**src/rtl/sseg_pkg.sv**
```systemverilog
// sseg_pkg: shared glyph table, blank constant and brightness-compare helper for the sseg display driver.
package sseg_pkg;
  localparam logic [6:0] SEG_BLANK = 7'h00;
  localparam logic [15:0][6:0] GLYPH = {
    7'h71, 7'h79, 7'h5E, 7'h39, 7'h7C, 7'h77, 7'h6F, 7'h7F,
    7'h07, 7'h7D, 7'h6D, 7'h66, 7'h4F, 7'h5B, 7'h06, 7'h3F
  };
  function automatic int bright_lsb(input int ticks);
    return $clog2(ticks) - 4;
  endfunction
endpackage

```
**src/rtl/sseg_decode.sv**
```systemverilog
// sseg_decode: nibble to active-high {g,f,e,d,c,b,a}; BCD mode blanks 10..15.
module sseg_decode
  import sseg_pkg::*;
(
  input  logic [3:0] nibble,
  input  logic       hex_mode,
  output logic [6:0] seg
);
  always_comb seg = (hex_mode || nibble < 4'd10) ? GLYPH[nibble] : SEG_BLANK;
endmodule

```
**src/rtl/sseg_mux_n.sv**
```systemverilog
// sseg_mux_n: N-digit multiplexed seven-segment driver with frame-synchronous shadowing, LZ blanking and PWM.
module sseg_mux_n
  import sseg_pkg::*;
#(
  parameter int DIGITS          = 4,
  parameter int TICKS_PER_DIGIT = 1024,
  parameter int ACTIVE_LOW      = 1
) (
  input  logic                  clk,
  input  logic                  rst_n,
  input  logic [4*DIGITS-1:0]   bcd_in,
  input  logic [DIGITS-1:0]     dp_in,
  input  logic                  hex_mode_in,
  input  logic                  blank_lz_in,
  input  logic [3:0]            bright_in,
  output logic [DIGITS-1:0]     sseg_a_o,
  output logic [6:0]            sseg_c_o,
  output logic                  sseg_dp_o,
  output logic                  frame_o
);
  localparam int TW = $clog2(TICKS_PER_DIGIT);
  localparam int IW = $clog2(DIGITS);
  localparam int BL = bright_lsb(TICKS_PER_DIGIT);
  localparam logic AL = ACTIVE_LOW != 0;
  logic [TW-1:0] tick;
  logic [IW-1:0] idx;
  logic [4*DIGITS-1:0] sh_bcd;
  logic [DIGITS-1:0] sh_dp, zeros, lz_mask, an_nxt;
  logic sh_hex, sh_lz, tick_end, frame_end, blank, an_on, dp_nxt;
  logic [3:0] sh_bright, nibble;
  logic [6:0] glyph, seg_nxt;
  genvar g;
  for (g = 0; g < DIGITS; g++) begin : g_zero
    assign zeros[g] = sh_bcd[4*g +: 4] == 4'd0;
  end
  sseg_decode u_decode (.nibble(nibble), .hex_mode(sh_hex), .seg(glyph));
  // a digit is a leading zero when it and every digit above it are zero
  always_comb begin
    tick_end  = tick == TW'(TICKS_PER_DIGIT - 1);
    frame_end = tick_end && idx == IW'(DIGITS - 1);
    nibble    = sh_bcd[4*idx +: 4];
    lz_mask   = zeros | ((DIGITS'(1) << idx) - DIGITS'(1));
    blank     = sh_lz && idx != '0 && &lz_mask;
    an_on     = tick != '0 && tick[TW-1:BL] <= sh_bright && (!blank || sh_dp[idx]);
    an_nxt    = an_on ? DIGITS'(1) << idx : '0;
    seg_nxt   = an_on && !blank ? glyph : SEG_BLANK;
    dp_nxt    = an_on && sh_dp[idx];
  end
  always_ff @(posedge clk) begin
    if (!rst_n || frame_end) begin
      sh_bcd    <= bcd_in;
      sh_dp     <= dp_in;
      sh_hex    <= hex_mode_in;
      sh_lz     <= blank_lz_in;
      sh_bright <= bright_in;
    end
  end
  always_ff @(posedge clk) begin
    if (!rst_n) begin
      tick      <= '0;
      idx       <= '0;
      frame_o   <= 1'b0;
      sseg_a_o  <= {DIGITS{AL}};
      sseg_c_o  <= {7{AL}};
      sseg_dp_o <= AL;
    end else begin
      tick      <= tick + TW'(1);
      if (tick_end) idx <= frame_end ? '0 : idx + IW'(1);
      frame_o   <= frame_end;
      sseg_a_o  <= an_nxt ^ {DIGITS{AL}};
      sseg_c_o  <= seg_nxt ^ {7{AL}};
      sseg_dp_o <= dp_nxt ^ AL;
    end
  end
endmodule

```
**config.mk**
```make
export PLATFORM = sky130hd
export DESIGN_NAME = sseg_mux_n
export DESIGN_NICKNAME = d
export VERILOG_FILES = /design/src/rtl/sseg_pkg.sv /design/src/rtl/sseg_decode.sv /design/src/rtl/sseg_mux_n.sv
export SDC_FILE = /design/constraint.sdc
export NUM_CORES = 1
export LEC_CHECK = 0
export ABC_CLOCK_PERIOD_IN_PS = 4200
export CORE_MARGIN = 2
export CORE_UTILIZATION = 55
export DETAILED_ROUTE_END_ITERATION = 10
export DONT_BUFFER_PORTS = 1
export PLACE_DENSITY = 0.7
export SLEW_MARGIN = 30
export SYNTH_ARGS = -nofsm -noshare
export SYNTH_HDL_FRONTEND = slang
export SYNTH_SLANG_ARGS = --single-unit
```
**constraint.sdc**
```tcl
create_clock -name clk -period 4.2 [get_ports clk]
set_input_delay 0.42 -clock clk [delete_from_list [all_inputs] [get_ports clk]]
set_output_delay 0.42 -clock clk [all_outputs]
set_load 0.01 [all_outputs]
```
==> metrics.cfg <==
[run_status]
outcome = complete, no violations

[timing]
hold_viol_final = 0
drv_slew = 0
tns_ps = 0
relSlewSlack = 0.396
timing.hold.ws_ps = 212
setup_viol = 0
fin_skew_ps = 10.6
fmax_mhz = 429
finalCritPeriodShare = 0.556
grt_setup_unrepaired = false
worst_slew_pin_slew_ps = 895
finalCriticalPeriod_ps = 2330

[power_and_ir_drop]
power_density_nw_per_um2 = 421
max-vdd-ir-drop_mv = 0.293
p_leak_nw = 0.881

[final_layout]
layout_commonest_cell = edfxtp_1
area_growth_pct = 8.41
drive_gt1_frac = 0.0929
insertedDiodeCount = 0
fin_nets = 227
layout_common_cells = edfxtp_1 (26), dfxtp_1 (25), inv_1 (17), ha_1 (17), nand2_1 (12)

[worst_setup_path]
path_max_fanout = 10
timing.rr.end = sseg_c_o[3]
r2r-start = idx[0]
worstSetupEndpointType = register
slowest_stage = mux4_2
r2r_setup_slack_ps = 1870
reg2regPathDepth = 6
crit_chain = mux4_2 -> inv_1 -> ha_1 -> inv_1 -> mux4_2 -> nand2b_1
setup.worst_path.start_class = register
required_ps = 4390
critPathArrivalTime_ps = 2520
slowest_delay_ps = 640
crit_type = reg -> reg

[drt]
viasPerCell = 5.91
vias = 1377
antenna_left = 0
drtPass1Iterations = 4
drt-total-wl_microns = 3810
dr.first_iter.drc_count = 82
wl_per_cell_microns = 16.3
drc_errors = 0

[logic_synthesis]
ys_seq_elements = 51
synth.avg_cell_area_sq_um = 12.4
yosys_warnings = 0
syn_area_sq_um = 2220
syn_nets = 224
syn_inst = 179
synthDistinctLibCells = 35
synth_seq_area_share = 0.578

[placement]
place_congestion = 0.807
portBuffers = 0
place_hpwl_microns = 2850

[cts]
htree_num_levels = 2
clk_pin_slew_worst_paths_ps = 90
cts_tree = yes
cts_resized = 0
cts_setup_buffers = 0
cts_root_buf = clkbuf_8
cts_hold_buf = 0
worstSkewPairLatency_ps = 300
ctsLongestPathBuffers = 2
clock-sinks = 51
cts_made_buffers = 5

[grt]
antenna_found_initial = 0
grt_pass1_wl_microns = 6020
grt_max_degree = 27
grt_use_total = 0.184
grt_pass1_vias = 1294
grt_remaining_overflow = 0

[die]
die_h_microns = 67.5
die_area_sq_um = 4550
initial_utilization = 0.562
rows = 23
io_pins = 41
core-area_sq_um = 3940
die_w_microns = 67.5

[hold_path]
hold_class = in -> reg
min_to = sh_bcd[3]
min_from = bcd_in[3]
min_delay_path_depth = 0

[flow_run]
cap_violations = 0

## logic make-up (layout without fill, tap and decap cells)
group / Yosys count / in the layout / share of synthesized area
fa+ha+maj: 17 / 17 / 0.0959
mux: 8 / 8 / 0.0700
simple gates: 51 / 51 / 0.121
flops: 51 / 51 / 0.578
compound gates: 25 / 25 / 0.0717
buf+inv: 21 / 25 / 0.0395
xor+xnor: 6 / 6 / 0.0237
## how the worst max path moves through the flow
stage               slack [ps]          end     from
floorplan                 1000    sh_bcd[0]  tick[0]
global placement          1920       sh_hex   idx[0]
detailed placement        1860  sseg_c_o[3]   idx[0]
CTS                       1860  sseg_c_o[3]   idx[0]
global route              1710  sseg_c_o[3]   idx[0]
finish                    1870  sseg_c_o[3]   idx[0]
## sequential cells by signal, summed over array words and instances (netlist names), 2 cells and up
signal and count:
idx 2, tick 10, sseg_a_o 4, sh_bcd 16, sh_bright 4, sh_dp 4, sseg_c_o 7
## where the power goes
part           total (mW)  leakage (nW)  internal, mW  switching (mW)
clock               0.394        0.0644         0.237           0.156
combinational      0.0542         0.358        0.0216          0.0326
sequential          0.564         0.458         0.549          0.0149
## area by class of cell
type	instances	area (sq um)
Clock inverter	3	67.6
Sequential cell	51	1280
Clock buffer	5	68.8
Inverter	17	63.8
Fill cell	297	1540
Multi-Input combinational cell	107	860
Tap cell	50	62.6
## worst max-delay path, delay by kind of cell (launching register included)
family	cells	cell delay, ps
mux	2	1070
simple gates	1	150
fa+ha+maj	1	170
buf+inv	2	220
flops	1	630
## routing by layer
| metal | GRT usage | wire (microns) | vias to the layer above |
|---|---|---|---|
| met5 | 0 | 0 | - |
| met4 | 0.0714 | 65 | 0 |
| met3 | 0.0517 | 190 | 7 |
| met2 | 0.300 | 1940 | 53 |
| met1 | 0.232 | 1610 | 668 |
| li1 | - | - | 649 |
## cells in the mapped netlist (all sizes together)
master  number  area share
edfxtp      26        0.35
nand3        4      0.0090
xor2         2      0.0079
o41ai        1      0.0040
a21oi        8       0.018
and2         1      0.0028
xnor2        4       0.016
buf          2      0.0073
nor2        11       0.019
and4         1      0.0040
clkbuf       2      0.0034
nand4        2      0.0056
or2          1      0.0028
o22ai        2      0.0056
o211ai       3       0.012
mux2i        2      0.0090
mux4         6       0.061
and3b        1      0.0040
dfxtp       25        0.23
nor3         4       0.014
o21ai        7       0.016
and3         2      0.0056
nand3b       1      0.0034
or3          4       0.011
ha          17       0.096
inv         17       0.029
nand2b       2      0.0056
nor4         3      0.0085
nand2       12       0.020
o221ai       4       0.016
nor2b        2      0.0056
## through the flow
stage | worst slack [ps] | util | std cells | power (mW) | instance area, sq um
global placement | 1920 | 0.573 | 225 | 0.625 | 2260
global route | 1710 | 0.610 | 233 | 1.05 | 2400
CTS | 1860 | 0.610 | 233 | 1.02 | 2400
detailed placement | 1860 | 0.575 | 225 | 0.630 | 2270
finish | 1870 | 0.610 | 233 | 1.01 | 2400
floorplan | 1000 | - | 179 | 0.615 | 2220
No activity file was read; power rests on OpenSTA's default activity.
